$ cat src/rtl/decoder_2x4_strobe_pkg.sv
// Shared constants, FSM state type and the code-to-one-hot decode used by
// the 2-to-4 strobe decoder.
package decoder_2x4_strobe_pkg;

   localparam int CODE_W   = 2;
   localparam int ONEHOT_W = 4;

   typedef enum logic [1:0] {
      IDLE  = 2'd0,
      PULSE = 2'd1,
      GAP   = 2'd2
   } state_e;

   function automatic logic [ONEHOT_W-1:0] decode_code(input logic [CODE_W-1:0] code);
      return ONEHOT_W'(1) << code;
   endfunction

endpackage

$ cat src/rtl/decoder_2x4_strobe_if.sv
// Code-in / strobe-out bundle of the strobe decoder. The slave side is the
// decoder; the master side is whoever feeds codes and watches the strobes.
interface decoder_2x4_strobe_if
   import decoder_2x4_strobe_pkg::*;
#(
   parameter int FIFO_DEPTH = 2
) ();

   localparam int LVL_W = $clog2(FIFO_DEPTH + 1);

   logic                in_valid;
   logic [CODE_W-1:0]   in_code;
   logic                in_ready;
   logic [ONEHOT_W-1:0] out_onehot;
   logic                out_valid;
   logic [LVL_W-1:0]    fifo_level;

   modport master (
      output in_valid, in_code,
      input  in_ready, out_onehot, out_valid, fifo_level
   );

   modport slave (
      input  in_valid, in_code,
      output in_ready, out_onehot, out_valid, fifo_level
   );

endinterface

$ cat src/rtl/decoder_2x4_strobe_code_fifo.sv
// Small synchronous FIFO holding pending codes. Pointers wrap modulo DEPTH,
// so DEPTH must be a power of two; push on full and pop on empty are ignored.
module code_fifo #(
   parameter int WIDTH = 2,
   parameter int DEPTH = 2
) (
   input  logic                       clk,
   input  logic                       rst,
   input  logic                       i_push,
   input  logic [WIDTH-1:0]           i_data,
   input  logic                       i_pop,
   output logic [WIDTH-1:0]           o_data,
   output logic [$clog2(DEPTH+1)-1:0] o_level,
   output logic                       o_full,
   output logic                       o_empty
);

   localparam int PTR_W = $clog2(DEPTH);
   localparam int LVL_W = $clog2(DEPTH + 1);

   logic [WIDTH-1:0] r_mem [DEPTH];
   logic [PTR_W-1:0] r_wr_ptr;
   logic [PTR_W-1:0] r_rd_ptr;
   logic [LVL_W-1:0] r_level;
   logic             w_push;
   logic             w_pop;

   assign o_full  = (r_level == LVL_W'(DEPTH));
   assign o_empty = (r_level == '0);
   assign w_push  = i_push && !o_full;
   assign w_pop   = i_pop && !o_empty;
   assign o_data  = r_mem[r_rd_ptr];
   assign o_level = r_level;

   // NOTE: storage has no reset; the level counter decides which entries are
   // live, so stale contents after a flush are never read.
   always_ff @(posedge clk) begin
      if (w_push) begin
         r_mem[r_wr_ptr] <= i_data;
      end
   end

   // NOTE: every sequential assignment is non-blocking so all registers
   // update from the same pre-edge values.
   always_ff @(posedge clk or posedge rst) begin
      if (rst) begin
         r_wr_ptr <= '0;
         r_rd_ptr <= '0;
         r_level  <= '0;
      end else begin
         if (w_push) begin
            r_wr_ptr <= r_wr_ptr + PTR_W'(1);
         end
         if (w_pop) begin
            r_rd_ptr <= r_rd_ptr + PTR_W'(1);
         end
         case ({w_push, w_pop})
            2'b10:   r_level <= r_level + LVL_W'(1);
            2'b01:   r_level <= r_level - LVL_W'(1);
            default: r_level <= r_level;
         endcase
      end
   end

endmodule

$ cat src/rtl/decoder_2x4_strobe.sv
// Buffers 2-bit codes and replays each as a registered one-hot strobe lasting
// PULSE_LEN cycles, followed by GAP_LEN all-zero cycles.
module decoder_2x4_strobe
   import decoder_2x4_strobe_pkg::*;
#(
   parameter int PULSE_LEN  = 2,
   parameter int GAP_LEN    = 1,
   parameter int FIFO_DEPTH = 2
) (
   input  logic                  clk,
   input  logic                  rst,
   decoder_2x4_strobe_if.slave   bus
);

   localparam int LVL_W   = $clog2(FIFO_DEPTH + 1);
   localparam int CNT_MAX = (PULSE_LEN > GAP_LEN) ? PULSE_LEN : GAP_LEN;
   localparam int CNT_W   = $clog2(CNT_MAX + 1);
   localparam logic [CNT_W-1:0] PULSE_RELOAD = CNT_W'(PULSE_LEN - 1);
   localparam logic [CNT_W-1:0] GAP_RELOAD   = (GAP_LEN > 0) ? CNT_W'(GAP_LEN - 1) : '0;

   state_e              r_state;
   logic [CNT_W-1:0]    r_cnt;
   logic [ONEHOT_W-1:0] r_onehot;

   state_e              w_state_nxt;
   logic [CNT_W-1:0]    w_cnt_nxt;
   logic [ONEHOT_W-1:0] w_onehot_nxt;
   logic                w_pop;
   logic                w_push;
   logic [CODE_W-1:0]   w_head;
   logic [LVL_W-1:0]    w_level;
   logic                w_full;
   logic                w_empty;

   // Full blocks acceptance even when the FSM pops on the same edge.
   assign bus.in_ready   = !rst && !w_full;
   assign w_push         = bus.in_valid && bus.in_ready;
   assign bus.out_onehot = r_onehot;
   assign bus.out_valid  = |r_onehot;
   assign bus.fifo_level = w_level;

   code_fifo #(
      .WIDTH (CODE_W),
      .DEPTH (FIFO_DEPTH)
   ) u_fifo (
      .clk     (clk),
      .rst     (rst),
      .i_push  (w_push),
      .i_data  (bus.in_code),
      .i_pop   (w_pop),
      .o_data  (w_head),
      .o_level (w_level),
      .o_full  (w_full),
      .o_empty (w_empty)
   );

   always_ff @(posedge clk or posedge rst) begin
      if (rst) begin
         r_state  <= IDLE;
         r_cnt    <= '0;
         r_onehot <= '0;
      end else begin
         r_state  <= w_state_nxt;
         r_cnt    <= w_cnt_nxt;
         r_onehot <= w_onehot_nxt;
      end
   end

   // NOTE: every output of this block gets a default first, so no path can
   // leave one unassigned and infer a latch.
   always_comb begin
      w_state_nxt  = r_state;
      w_cnt_nxt    = r_cnt;
      w_onehot_nxt = r_onehot;
      w_pop        = 1'b0;

      case (r_state)
         IDLE: begin
            w_onehot_nxt = '0;
            if (!w_empty) begin
               w_pop        = 1'b1;
               w_onehot_nxt = decode_code(w_head);
               w_cnt_nxt    = PULSE_RELOAD;
               w_state_nxt  = PULSE;
            end
         end

         PULSE: begin
            if (r_cnt != '0) begin
               w_cnt_nxt = r_cnt - CNT_W'(1);
            end else if (GAP_LEN > 0) begin
               w_onehot_nxt = '0;
               w_cnt_nxt    = GAP_RELOAD;
               w_state_nxt  = GAP;
            end else if (!w_empty) begin
               // Zero-gap back-to-back reload keeps out_valid high throughout.
               w_pop        = 1'b1;
               w_onehot_nxt = decode_code(w_head);
               w_cnt_nxt    = PULSE_RELOAD;
            end else begin
               w_onehot_nxt = '0;
               w_state_nxt  = IDLE;
            end
         end

         GAP: begin
            w_onehot_nxt = '0;
            if (r_cnt != '0) begin
               w_cnt_nxt = r_cnt - CNT_W'(1);
            end else if (!w_empty) begin
               w_pop        = 1'b1;
               w_onehot_nxt = decode_code(w_head);
               w_cnt_nxt    = PULSE_RELOAD;
               w_state_nxt  = PULSE;
            end else begin
               w_state_nxt = IDLE;
            end
         end

         default: begin
            w_onehot_nxt = '0;
            w_cnt_nxt    = '0;
            w_state_nxt  = IDLE;
         end
      endcase
   end

endmodule

$ cat src/flat_wrapper.sv
// flat-port wrapper written by rule: the top's interface ports become plain ports
module decoder_2x4_strobe_flat import decoder_2x4_strobe_pkg::*;
#(
   parameter int PULSE_LEN  = 2,
   parameter int GAP_LEN    = 1,
   parameter int FIFO_DEPTH = 2
)
  (clk, rst, bus_in_valid, bus_in_code, bus_in_ready, bus_out_onehot, bus_out_valid, bus_fifo_level);
  decoder_2x4_strobe_if #(.FIFO_DEPTH(FIFO_DEPTH)) bus_i ();
  input  logic clk;
  input  logic rst;
  input wire logic [$bits(bus_i.in_valid)-1:0] bus_in_valid;
  input wire logic [$bits(bus_i.in_code)-1:0] bus_in_code;
  output wire logic [$bits(bus_i.in_ready)-1:0] bus_in_ready;
  output wire logic [$bits(bus_i.out_onehot)-1:0] bus_out_onehot;
  output wire logic [$bits(bus_i.out_valid)-1:0] bus_out_valid;
  output wire logic [$bits(bus_i.fifo_level)-1:0] bus_fifo_level;
  assign bus_i.in_valid = bus_in_valid;
  assign bus_i.in_code = bus_in_code;
  assign bus_in_ready = bus_i.in_ready;
  assign bus_out_onehot = bus_i.out_onehot;
  assign bus_out_valid = bus_i.out_valid;
  assign bus_fifo_level = bus_i.fifo_level;
  decoder_2x4_strobe #(.PULSE_LEN(PULSE_LEN), .GAP_LEN(GAP_LEN), .FIFO_DEPTH(FIFO_DEPTH)) u_core (.clk(clk), .rst(rst), .bus(bus_i));
endmodule
$ cat config.mk
export PLATFORM = sky130hd
export DESIGN_NAME = decoder_2x4_strobe_flat
export DESIGN_NICKNAME = d
export VERILOG_FILES = /design/src/rtl/decoder_2x4_strobe_pkg.sv /design/src/rtl/decoder_2x4_strobe_if.sv /design/src/rtl/decoder_2x4_strobe_code_fifo.sv /design/src/rtl/decoder_2x4_strobe.sv /design/src/flat_wrapper.sv
export SDC_FILE = /design/constraint.sdc
export NUM_CORES = 1
export LEC_CHECK = 0
export CAP_MARGIN = 40
export CORE_AREA = 2 2 42 44
export CTS_CLUSTER_SIZE = 24
export DETAILED_ROUTE_END_ITERATION = 8
export DIE_AREA = 0 0 44 46
export PLACE_DENSITY_LB_ADDON = 0.1
export RECOVER_POWER = 25
export SETUP_SLACK_MARGIN = 0.3
export SYNTH_ARGS = -nofsm -noshare
export SYNTH_HDL_FRONTEND = slang
export SYNTH_SLANG_ARGS = --single-unit
$ cat constraint.sdc
create_clock -name clk -period 3.1 [get_ports clk]
set_input_delay 0.465 -clock clk [delete_from_list [all_inputs] [get_ports clk]]
set_output_delay 0.465 -clock clk [all_outputs]
set_load 0.05 [all_outputs]
# Word-level counts from Yosys, hierarchy flattened
# Memories as Yosys holds them, arrays and structs flattened.
# Cells that the tools add are included.
[word_totals] register_bits=12 mem_bits_rw=4 output_inout_bits=8 wordCells=53 memories=1
[op_classes] n_addsub=5 eq_ne=8 shifts=1 mux=19 n_reduce_logical=13
[mem_list] memory="u_core.u_fifo.r_mem" depth=2 word_bits=2 read_ports=1 rd_clocked_by_memory_dff=0 wr=1 line="decoder_2x4_strobe_code_fifo.sv:21" source="logic [WIDTH-1:0] r_mem [DEPTH];"
[op_table] operator="two-way mux 2 bit" count=6
[op_table] operator="two-way mux 4 bit" count=3
[op_table] operator="one-hot mux 2 bit (3 select lines)" count=2
[op_table] operator="one-hot mux 4 bit (3 select lines)" count=1
[op_table] operator="equality test 2 bit, second input constant" count=3
[op_table] operator="!= test 2 bit, second input constant" count=3
[op_table] operator="two-way mux 1 bit" count=5
[op_table] operator="equality test 2 x 1 -> 1 bit, second input constant" count=2
[op_table] operator="logical AND 1 bit" count=4
[op_table] operator="zero test 2 bit" count=2
[op_table] operator="one-hot mux 2 bit (2 select lines)" count=1
[op_table] operator="nonzero test 2 bit" count=2
[op_table] operator="OR reduction 4 bit" count=1
[op_table] operator="left shift 1 x 2 -> 4 bit, first input constant" count=1
[op_table] operator="subtractor 2 x 1 -> 2 bit, second input constant" count=2
[op_table] operator="zero test 1 bit" count=3
[op_table] operator="AND reduction 3 bit" count=1
[op_table] operator="adder 1 bit, second input constant" count=2
[op_table] operator="adder 2 x 1 -> 2 bit, second input constant" count=1
[op_table] operator="one-hot mux 1 bit (2 select lines)" count=1

# Logic depth before layout (Yosys ltp)
# Gate-level depths: netlist (run 1).
[logic_depth] word_depth=7 ltp_mapped=7 mapped_depth_nobuf=6

# Hierarchy
# A second synthesis (run 1) with hierarchy kept.
[unflattened] cells_unflattened=64 area_unflattened_um2=732.0
[modules_own_cells] module="decoder_2x4_strobe" instances=1 cells_each=39 area_each_um2=389.1 seq_area_each_um2=200.2
[modules_own_cells] module="code_fifo" instances=1 cells_each=25 area_each_um2=342.8 seq_area_each_um2=220.2

# Least setup slack after synthesis (run 1)
# OpenSTA, ideal clock, no wires.
[synth_path] path_type="flip-flop to output port" start="register u_core.r_onehot[3], in the netlist u_core.bus.out_onehot[3]" end="output port bus_out_valid" t_arrival_ns=1.385 required_time_ns=2.635 setup_slack_ns=1.250 path_stages_with_launch=2 path_buffers=0 cell_sequence="dfrtp_1 > or4_1"
[synth_via] elab_chain_cells=1
[synth_lines] item="start, declared" line="decoder_2x4_strobe.sv:23" source="logic [ONEHOT_W-1:0] r_onehot;"
[synth_lines] item="start signal, assigned" line="decoder_2x4_strobe.sv:65" source="r_onehot <= w_onehot_nxt;"
[synth_lines] item="OR reduction 4 bit" line="decoder_2x4_strobe.sv:39" source="assign bus.out_valid = |r_onehot;"
[synth_lines] item="end, declared" line="flat_wrapper.sv:16" source="output wire logic [$bits(bus_i.out_valid)-1:0] bus_out_valid;"
# No other way between the ends.

# Worst setup path after layout (run 1)
[layout_path] start="input port rst" end="output port bus_in_ready"
[layout_via] elab_chain_cells=2
[layout_lines] item="start, declared" line="flat_wrapper.sv:11" source="input logic rst;"
[layout_lines] item="zero test 1 bit (no source line)"
[layout_lines] item="logical AND 1 bit" line="decoder_2x4_strobe.sv:36" source="assign bus.in_ready = !rst && !w_full;"
[layout_lines] item="end, declared" line="flat_wrapper.sv:14" source="output wire logic [$bits(bus_i.in_ready)-1:0] bus_in_ready;"
# No other way between the ends.

==> flow_metrics.tcl, run 1 <==
set metrics [dict create \
    syn-num-nets 65 \
    postSynthAreaPerCell_um2 12.9 \
    max_slew_margin 0.523 \
    setup_tns_ps 0 \
    synth_most_common_cell "dfrtp_1" \
    min_path_type "reg2reg" \
    cts_buffer_depth 2 \
    syn_to_final_growth_pct 18.1 \
    viasPerCell 5.52 \
    grt_use_total 0.145 \
    drcViolationCount 0 \
    synth_top_area_frac 0.395 \
    max_cap_violations 0 \
    start_util 0.471 \
    detail_route.iter0.violations 9 \
    num_vias 491 \
    coreArea_um2 1610 \
    grt_util_met2 0.221 \
    wirelength_um 1210 \
    max_stage_delay_ps 810 \
    synth_warnings 0 \
    final_nets 79 \
    die_area_um2 2020 \
    timing.final.hold_violations 0 \
    cts_resized 0 \
    critPathTopFamily "buffers and inverters" \
    yosysSeqAreaShare 0.554 \
    synth-async-reset-ratio 0.750 \
    ys_top_cells_by_area "dfrtp_1 (40%), edfxtp_1 (16%), xnor2_1 (4.6%), mux2_2 (4.4%), a32o_1 (4.0%)" \
    clock-root-buffer "clkbuf_4" \
    max_freq_ghz 0.404 \
    gp_congestion 0.808 \
    die_w_um 44 \
    required_ps 2630 \
    cts.sinks 16 \
    dpl.hpwl_um 881 \
    crit_slowest_cell "clkdlybuf4s50_1" \
    fin_crit_ps 2470 \
    grt-busiest-layer "met2" \
    cts_tree "yes" \
    synth_top_area_cell "dfrtp_1" \
    netlist_instances 59 \
    final-setup-viol-count 0 \
    ys_ff_latch 16 \
    path_clk_slew_ps 90 \
    ant_nets 0 \
    start_kind "primary input" \
    io_pins 13 \
    synth_edf_count 4 \
    rsz0062_at_grt "false" \
    post_cts_buffers 0 \
    cp_num_buf_inv 3 \
    grt_antenna_before_repair 0 \
    status "complete, no violations" \
    n_antenna_cell 0 \
    cts_buffers 3 \
    grt_use_met1 0.188 \
    critPathKind "in2out" \
    crit_path_end_kind "output port" \
    grt_max_degree 14 \
    io_buffers 12 \
    rows 15 \
    post_drt_wl_per_cell_um 13.6 \
    finalMaxSlewViolations 0 \
    yosys-top-cells-count "dfrtp_1 (12), edfxtp_1 (4), nor2_1 (4), xnor2_1 (4)" \
    drive_gt1_frac 0.125 \
    dr.pass1.iters 4 \
    synth_flop_cell "dfrtp_1" \
    crit_chain "dlygate4sd3_1, inv_1, o21a_1, clkdlybuf4s50_1" \
    fin_skew_ps 2.38 \
    grt_pass1_vias 481 \
    die_h_um 46 \
    crit_arrival_ps 2010 \
    synth_cell_types 29 \
    min_period_over_period 0.798 \
    syn_area_um2 759 \
    fill_cells 148 \
    htree_levels 1 \
    worst_pin_slew_ps 716 \
    cts-hold-fix-buffers 0 \
    clock_latency_ps 270 \
    overflow 0 \
    cp_max_fo 2 \
    grt_pass1_wl_um 2060 \
    met3_usage 0.0317 \
]
==> final timing paths <==
path                       cells after the start                   start                       end  slack (ps)
min reg2reg                                    1  u_core.u_fifo.r_wr_ptr    u_core.u_fifo.r_wr_ptr         490
min                                            1  u_core.u_fifo.r_wr_ptr    u_core.u_fifo.r_wr_ptr         490
max in group asynchronous                      3                     rst    u_core.u_fifo.r_rd_ptr        1830
min in group asynchronous                      3                     rst  u_core.bus.out_onehot[2]         830
max                                            4                     rst              bus_in_ready         630
max reg2reg                                    5         u_core.r_cnt[1]  u_core.u_fifo.o_level[1]        1460
==> registers in the layout (all words and copies together), names as in the netlist <==
name,cells
u_core.u_fifo.r_wr_ptr,1
u_core.r_state,2
u_core.u_fifo.o_level,2
u_core.u_fifo.r_mem,4
u_core.bus.out_onehot,4
u_core.r_cnt,2
u_core.u_fifo.r_rd_ptr,1
==> cell families after synthesis <==
group | count (synthesis) | synth area share
flops | 16 | 0.554
fa+ha+maj | 1 | 0.0165
mux | 6 | 0.0857
simple gates | 12 | 0.0989
buf+inv | 7 | 0.0593
compound gates | 12 | 0.128
xor+xnor | 5 | 0.0577
==> routing by layer <==
| layer | up-vias | wire [µm] |
|---|---|---|
| met3 | 2 | 60 |
| met2 | 11 | 540 |
| met5 | - | 0 |
| li1 | 240 | - |
| met4 | 0 | 12 |
| met1 | 238 | 598 |
==> stage by stage <==
| step | area, µm² | hold slack [ps] | worst slack, ps | cells | util |
|---|---|---|---|---|---|
| 3_3_place_gp | 875 | 485 | 785 | 85 | 0.542 |
| 4_1_cts | 901 | 498 | 737 | 89 | 0.558 |
| 3_5_place_dp | 875 | 482 | 749 | 85 | 0.542 |
| 2_1_floorplan | 759 | 346 | 1250 | 59 | - |
| 6_report | 897 | 494 | 626 | 89 | 0.556 |
| 5_1_grt | 897 | 529 | 483 | 89 | 0.556 |
==> area by class of cell <==
cell class,instances,area [µm²],share of cell area
repair buffers,13,124,0.138
clock buffers,4,26.3,0.0293
inverters,3,11.3,0.0126
flip-flops and latches,16,420,0.469
multi-input cells,36,294,0.328
well taps,17,21.3,0.0237
==> layout by cell type (no fill, tap or decap), types with 2 or more instances in the layout <==
cell type	count
dfrtp_1	12
a32o_1	3
clkbuf_4	3
xnor2_1	4
mux2_2	3
clkdlybuf4s50_1	11
edfxtp_1	4
mux2i_1	2
clkbuf_1	2
inv_1	3
o21a_1	2
nor2_1	4
==> worst register-to-register path: stages (launching register included) <==
cell	delay, ps
dfrtp_1	440
o21a_1	250
nor3_4	310
ha_1	320
nor2_1	130
xnor2_1	120
Power of run 1 is not shown: default switching activity piles up to over one toggle a cycle in this logic, so the estimate is an artifact.
==> run 2, diff against run 1 <==
CORE_AREA = 2 2 43 45   (was 2 2 42 44)
DIE_AREA = 0 0 45 47   (was 0 0 44 46)
clock period = 2.5 ns   (was 3.1 ns; I/O delays follow)
==> flow_metrics.tcl, run 2 (synthesis gave the netlist of run 1 again) <==
set metrics [dict create \
    start_util 0.460 \
    cts-hold-fix-buffers 0 \
    max_cap_violations 0 \
    min_period_over_period 0.815 \
    detail_route.iter0.violations 6 \
    required_ps 2120 \
    r2r_slack_ps 810 \
    cp_num_buf_inv 1 \
    critPathKind "reg2out" \
    cts_resized 1 \
    grt_use_total 0.144 \
    r2r_cells 5 \
    cts_buffer_depth 2 \
    critical_path_depth 1 \
    drcViolationCount 0 \
    fin_crit_ps 2040 \
    post_cts_buffers 0 \
    clock_latency_ps 280 \
    worst_pin_slew_ps 597 \
    io_buffers 12 \
    overflow 0 \
    die_w_um 45 \
    n_antenna_cell 0 \
    layout_common_cells "dfrtp_1 (12), clkdlybuf4s50_1 (9), nor2_1 (4), xnor2_1 (4), edfxtp_1 (4)" \
    clock-root-buffer "clkbuf_4" \
    dr.pass1.iters 4 \
    timing.final.hold_violations 0 \
    dpl_worst_slack_ps 543 \
    wirelength_um 1220 \
    post_drt_wl_per_cell_um 13.7 \
    grt_pass1_wl_um 2080 \
    crit_chain "clkdlybuf4s50_1" \
    min_path_type "in2async" \
    grt_pass1_vias 451 \
    crit_start "u_core.u_fifo.o_level[0]" \
    die_area_um2 2120 \
    cp_max_fo 8 \
    grt-busiest-layer "met1" \
    r2r_start "u_core.r_cnt[1]" \
    start_kind "flop" \
    cts_tree "yes" \
    rsz0062_at_grt "false" \
    htree_levels 1 \
    max_freq_ghz 0.491 \
    drive_gt1_frac 0.139 \
    coreArea_um2 1650 \
    cts.sinks 16 \
    num_vias 476 \
    die_h_um 47 \
    crit_path_end_kind "output port" \
    cts_buffers 3 \
    gp_congestion 0.802 \
    grt_antenna_before_repair 0 \
    max_slew_margin 0.602 \
    syn_to_final_growth_pct 19.3 \
    crit_slowest_cell "clkdlybuf4s50_1" \
    fin_skew_ps 3.08 \
    grt_max_degree 12 \
    met3_usage 0.0346 \
    dpl.hpwl_um 909 \
    io_pins 13 \
    grt_util_met2 0.197 \
    rows 15 \
    final_nets 79 \
    critPathTopFamily "buffers and inverters" \
    crit_arrival_ps 1660 \
    viasPerCell 5.35 \
    finalMaxSlewViolations 0 \
    ant_nets 0 \
    grt_use_met1 0.204 \
    final-setup-viol-count 0 \
    status "complete, no violations" \
    worst_slack_ps 462 \
    timing.rr.end "u_core.u_fifo.o_level[1]" \
    path_clk_slew_ps 90 \
    max_stage_delay_ps 870 \
    setup_tns_ps 0 \
    layout_commonest_cell "dfrtp_1" \
]
==> run 2: area by class of cell <==
class	count	area (µm²)
Timing Repair Buffer	13	133
Sequential cell	16	420
Multi-Input combinational cell	36	294
Clock inverter	1	3.75
Tap cell	17	21.3
Fill cell	156	746
Inverter	3	11.3
Clock buffer	3	22.5
==> run 2: how the worst max path moves through the flow <==
stage / to / slack, ps
floorplan: u_core.u_fifo.r_mem[1][0] / 720
global placement: bus_out_valid / 550
detailed placement: bus_out_valid / 540
CTS: bus_fifo_level[0] / 450
global route: bus_fifo_level[0] / 370
finish: bus_fifo_level[0] / 460
==> run 2: metal layers <==
| layer | wire (µm) | share of wire |
|---|---|---|
| met5 | 0 | 0 |
| met4 | 21 | 0.017 |
| met3 | 52 | 0.043 |
| met2 | 509 | 0.42 |
| met1 | 640 | 0.52 |
==> run 2: per-stage QoR <==
stage | utilization | area [µm²] | hold slack (ps) | instances
after global placement | 0.536 | 885 | 479 | 85
after CTS | 0.551 | 910 | 244 | 89
final | 0.548 | 906 | 387 | 89
after floorplan | - | 759 | 256 | 59
after detailed placement | 0.536 | 885 | 484 | 85
after global routing | 0.548 | 906 | 384 | 89
Power of run 2 is left out for the same reason.
==> run 3, diff against run 2 <==
CORE_AREA = 2 2 45 47   (was 2 2 43 45)
DIE_AREA = 0 0 47 49   (was 0 0 45 47)
clock period = 1.7 ns   (was 2.5 ns; I/O delays follow)
==> flow_metrics.tcl, run 3 (synthesis gave the netlist of run 1 again) <==
set metrics [dict create \
    critPathTopFamily "simple AND/OR/NAND/NOR gates" \
    clock-root-buffer "clkbuf_4" \
    fin_crit_ps 1630 \
    cts.sinks 16 \
    crit_slowest_cell "or4_4" \
    crit_path_end_kind "output port" \
    max_slew_margin 0.544 \
    layout_common_cells "buf_4 (18), dfrtp_1 (7), dfrtp_2 (5)" \
    finalMaxSlewViolations 0 \
    dpl_worst_slack_ps 151 \
    die_w_um 47 \
    critPathKind "reg2out" \
    cp_num_buf_inv 1 \
    cp_max_fo 2 \
    timing.final.hold_violations 0 \
    cts_buffers 3 \
    fill_cells 172 \
    rsz0062_at_grt "true" \
    worst_slack_ps 66.0 \
    dpl.hpwl_um 960 \
    grt_max_degree 13 \
    post_drt_wl_per_cell_um 12.5 \
    ant_nets 0 \
    grt_pass1_wl_um 2630 \
    p_leak_nw 0.447 \
    crit_arrival_ps 1380 \
    viasPerCell 5.08 \
    io_buffers 12 \
    clock_latency_ps 270 \
    hp-start "u_core.u_fifo.r_wr_ptr" \
    max_freq_ghz 0.612 \
    worst_pin_slew_ps 684 \
    grt_antenna_before_repair 0 \
    crit_start "u_core.bus.out_onehot[2]" \
    cts-hold-fix-buffers 0 \
    cts_buffer_depth 2 \
    die_area_um2 2300 \
    drive_gt1_frac 0.476 \
    detail_route.iter0.violations 5 \
    wirelength_um 1380 \
    gp_congestion 0.762 \
    start_util 0.412 \
    r2r_start "u_core.r_cnt[1]" \
    rows 16 \
    final_cell_area_um2 1040 \
    num_vias 564 \
    grt_use_total 0.157 \
    peakVddDrop_mv 1.30 \
    final-setup-viol-count 0 \
    crit_chain "or4_4, buf_8" \
    max_cap_violations 0 \
    coreArea_um2 1840 \
    power_mw 2.29 \
    drcViolationCount 0 \
    max_stage_delay_ps 540 \
    final_nets 91 \
    min_period_over_period 0.961 \
    n_antenna_cell 0 \
    cts_tree "yes" \
    die_h_um 49 \
    powerDensity_nw_per_um2 2200 \
    fin_skew_ps 1.54 \
    dr.pass1.iters 4 \
    regArea_um2 427 \
    multi_input_area_um2 328 \
    layout_commonest_cell "buf_4" \
    required_ps 1440 \
    start_kind "flop" \
    io_pins 13 \
    setup_tns_ps 0 \
    htree_levels 1 \
    status "complete, no violations" \
    grt_pass1_vias 586 \
    overflow 0 \
    syn_to_final_growth_pct 36.9 \
    min_path_type "reg2reg" \
    dpl-instance-area_um2 931 \
    path_clk_slew_ps 90 \
]
run 3: final timing paths:
kind / to / slack, ps / depth (start not counted)
setup / recovery: bus_out_valid / 70 / 2
hold / removal: u_core.u_fifo.r_wr_ptr / 510 / 1
setup reg to reg: u_core.u_fifo.o_level[1] / 320 / 6
hold reg to reg: u_core.u_fifo.r_wr_ptr / 510 / 1
max in group asynchronous: u_core.bus.out_onehot[2] / 570 / 3
min in group asynchronous: u_core.u_fifo.r_wr_ptr / 660 / 3
run 3: worst reg2reg max path, delay by kind of cell, from the launching register on:
| kind | cells | cell delay (ps) |
|---|---|---|
| AND/OR/NAND/NOR | 2 | 260 |
| adder cells (fa/ha/maj) | 1 | 170 |
| flip-flops | 1 | 400 |
| XOR/XNOR | 2 | 230 |
| AO/OA/AOI/OAI | 1 | 230 |
run 3: timing repair:
item | CTS | global route
endpoints found under the hold margin | 0 | 0
pin swaps | 2 | 0
setup buffers | 6 | 1
setup endpoints to repair | 3 | 10
gates resized for setup | 3 | 3
run 3: per-layer routing:
metal | track usage | wire, µm
met2 | 0.237 | 697
met3 | 0.0370 | 53
met4 | 0.0417 | 14
met1 | 0.221 | 617
met5 | 0 | 0
run 3: cell type report:
cell class / instances / share of cell area
timing repair buffer: 25 / 0.206
sequential: 16 / 0.410
clock buffer: 3 / 0.0217
clock inverter: 1 / 0.00361
tap: 27 / 0.0325
multi-input combinational: 36 / 0.315
inverter: 3 / 0.0108
run 3: through the flow:
| step | utilization | std cells | hold WS (ps) |
|---|---|---|---|
| 2_1_floorplan | - | 59 | 136 |
| 5_1_grt | 0.565 | 111 | 539 |
| 3_5_place_dp | 0.505 | 100 | 481 |
| 4_1_cts | 0.555 | 110 | 321 |
| 3_3_place_gp | 0.505 | 100 | 483 |
| 6_report | 0.565 | 111 | 513 |
run 3: report_power, final:
group          internal (mW)  switching (mW)
logic                  0.676           0.748
clock network         0.0847           0.107
registers              0.544           0.128
Power figures use the tool's default switching activity.
==> variant (flow settings as in run 2) <==
Make the reset (`rst`) synchronous in 2 clocked blocks.
--- a/src/rtl/decoder_2x4_strobe_code_fifo.sv
+++ b/src/rtl/decoder_2x4_strobe_code_fifo.sv
@@ -42,7 +42,7 @@
 
    // NOTE: every sequential assignment is non-blocking so all registers
    // update from the same pre-edge values.
-   always_ff @(posedge clk or posedge rst) begin
+   always_ff @(posedge clk) begin
       if (rst) begin
          r_wr_ptr <= '0;
          r_rd_ptr <= '0;
--- a/src/rtl/decoder_2x4_strobe.sv
+++ b/src/rtl/decoder_2x4_strobe.sv
@@ -54,7 +54,7 @@
       .o_empty (w_empty)
    );
 
-   always_ff @(posedge clk or posedge rst) begin
+   always_ff @(posedge clk) begin
       if (rst) begin
          r_state  <= IDLE;
          r_cnt    <= '0;
Behaviour: differs if rst is asserted again (counterexample within 4 cycles, from zero or initial values and one cycle with rst high); with rst held inactive, the same outputs for 10 cycles.
==> variant against run 2 <==
Sequential cell count is 1 higher; setup slack improved by 0.0081 ns; wire length up 7.6%; largest cell class unchanged; area after synthesis up 3.6%; final area is 5.1% higher; count of clock-buffer cells in the layout is the same.
==> variant: results (changes against run 2) <==
stage	metric	value	unit	change
placement	placed_area	926	um2	was 885 um2
global_routing	first_global_vias	562		was 451
sta	worst_pin_slew	0.493	ns	was 0.597 ns
critical_path	r2r_end	u_core.u_fifo.o_level[1]$_SDFFE_PP0P_		was u_core.u_fifo.o_level[1]$_DFFE_PP0P_
final_layout	drive_gt1_share	9.38	%	was 13.9%
global_routing	grt_pass1_wl	2260	um	was 2080 um
routing	drt_iter0_drc	2		was 6
critical_path	rr_startpoint	u_core.u_fifo.o_level[0]$_SDFFE_PP0P_		was u_core.r_cnt[1]$_DFF_PP0_
power_and_ir_drop	power_clock	151	uW	
power_and_ir_drop	ir_worst_vdd	0.000570	V	
sta	finClkSkew	0.00281	ns	was 0.00308 ns
yosys	synth_xor_area_share	2.23	%	was 5.77%
global_routing	grt_max_degree	16		was 12
critical_path	crit_type	flip-flop to output pin		unchanged
global_routing	track_usage	15.0	%	was 14.4%
cts	insertion_delay	0.29	ns	
yosys	synth-adder-area-share	1.59	%	was 1.65%
critical_path	crit_start	u_core.u_fifo.o_level[0]$_SDFFE_PP0P_		was u_core.u_fifo.o_level[0]$_DFFE_PP0P_
critical_path	critical_path.max_fanout	8		unchanged
critical_path	reg2reg_depth	5		unchanged
routing	first_pass_iters	3		was 4
cts	path_clk_slew	0.10	ns	
status	outcome	complete, no violations		unchanged
yosys	synth_seq_area_share	48.3	%	was 55.4%
final_layout	layout.nets	103		was 79
yosys	synthDistinctLibCells	32		was 29
final_layout	fillers	155		was 156
yosys	muxShareOfSynthArea	6.68	%	was 8.57%
yosys	synthArstFlopShare	0	%	was 75.0%
routing	vias_per_cell	5.56		was 5.35
placement	dp_hpwl	953	um	was 909 um
yosys	synthesis.nets	88		was 65
critical_path	rrSetupSlack	0.65	ns	was 0.81 ns
final_layout	stdcell_area	952	um2	was 906 um2
yosys	yosys-top-cells-area	dfxtp_1, edfxtp_1, a21oi_1, mux2i_1, nand4_1		was dfrtp_1, edfxtp_1, xnor2_1, mux2_2, a32o_1
worst_hold_path	hold_path_class	flip-flop to flip-flop		was primary input to asynchronous set/reset pin
run	max-cap-violations	0		unchanged
final_layout	n_antenna_cell	0		unchanged
cts	post_cts_resized	1		unchanged
yosys	synth-compound-area-share	16.2	%	was 12.9%
yosys	ys_top_cells_by_count	dfxtp_1, a21oi_1, nor2_1		was dfrtp_1, edfxtp_1, nor2_1, xnor2_1
placement	place.gp.congestion	0.761		was 0.802
routing	drt-total-wl	1320	um	was 1220 um
power_and_ir_drop	total_leakage_power	0.363	nW	
==> variant: cell count changes after synthesis, sizes merged, moves of 4 or more <==
cell / delta
dfrtp: -12
nand4: +4
a21oi: +9
nand3: +4
a32o: -4
or3: +4
dfxtp: +13
==> variant: layout make-up <==
class                      instances  area share, %
sequential                        17           39.9
multi-input combinational         59           39.4
timing repair buffer              13           14.3
clock buffer                       3           2.37
tap                               17           2.23
inverter                           3           1.18
clock inverter                     1          0.526
==> variant: stage by stage <==
stage               hold slack [ns]  setup WS, ns  cells  total power [mW]
finish                        0.482         0.470    113              1.09
global route                  0.511         0.421    113              1.16
CTS                           0.485         0.453    113              1.10
detailed placement            0.470         0.322    109             0.951
global placement              0.468         0.361    109             0.943
floorplan                     0.444         0.364     82             0.827
==> variant: per-layer routing <==
metal,vias to the layer above,global-route usage [%],wire (um)
li1,326,-,-
met4,0,10.6,31
met1,288,17.5,616
met5,-,0,0
met2,10,25.1,623
met3,4,2.31,45
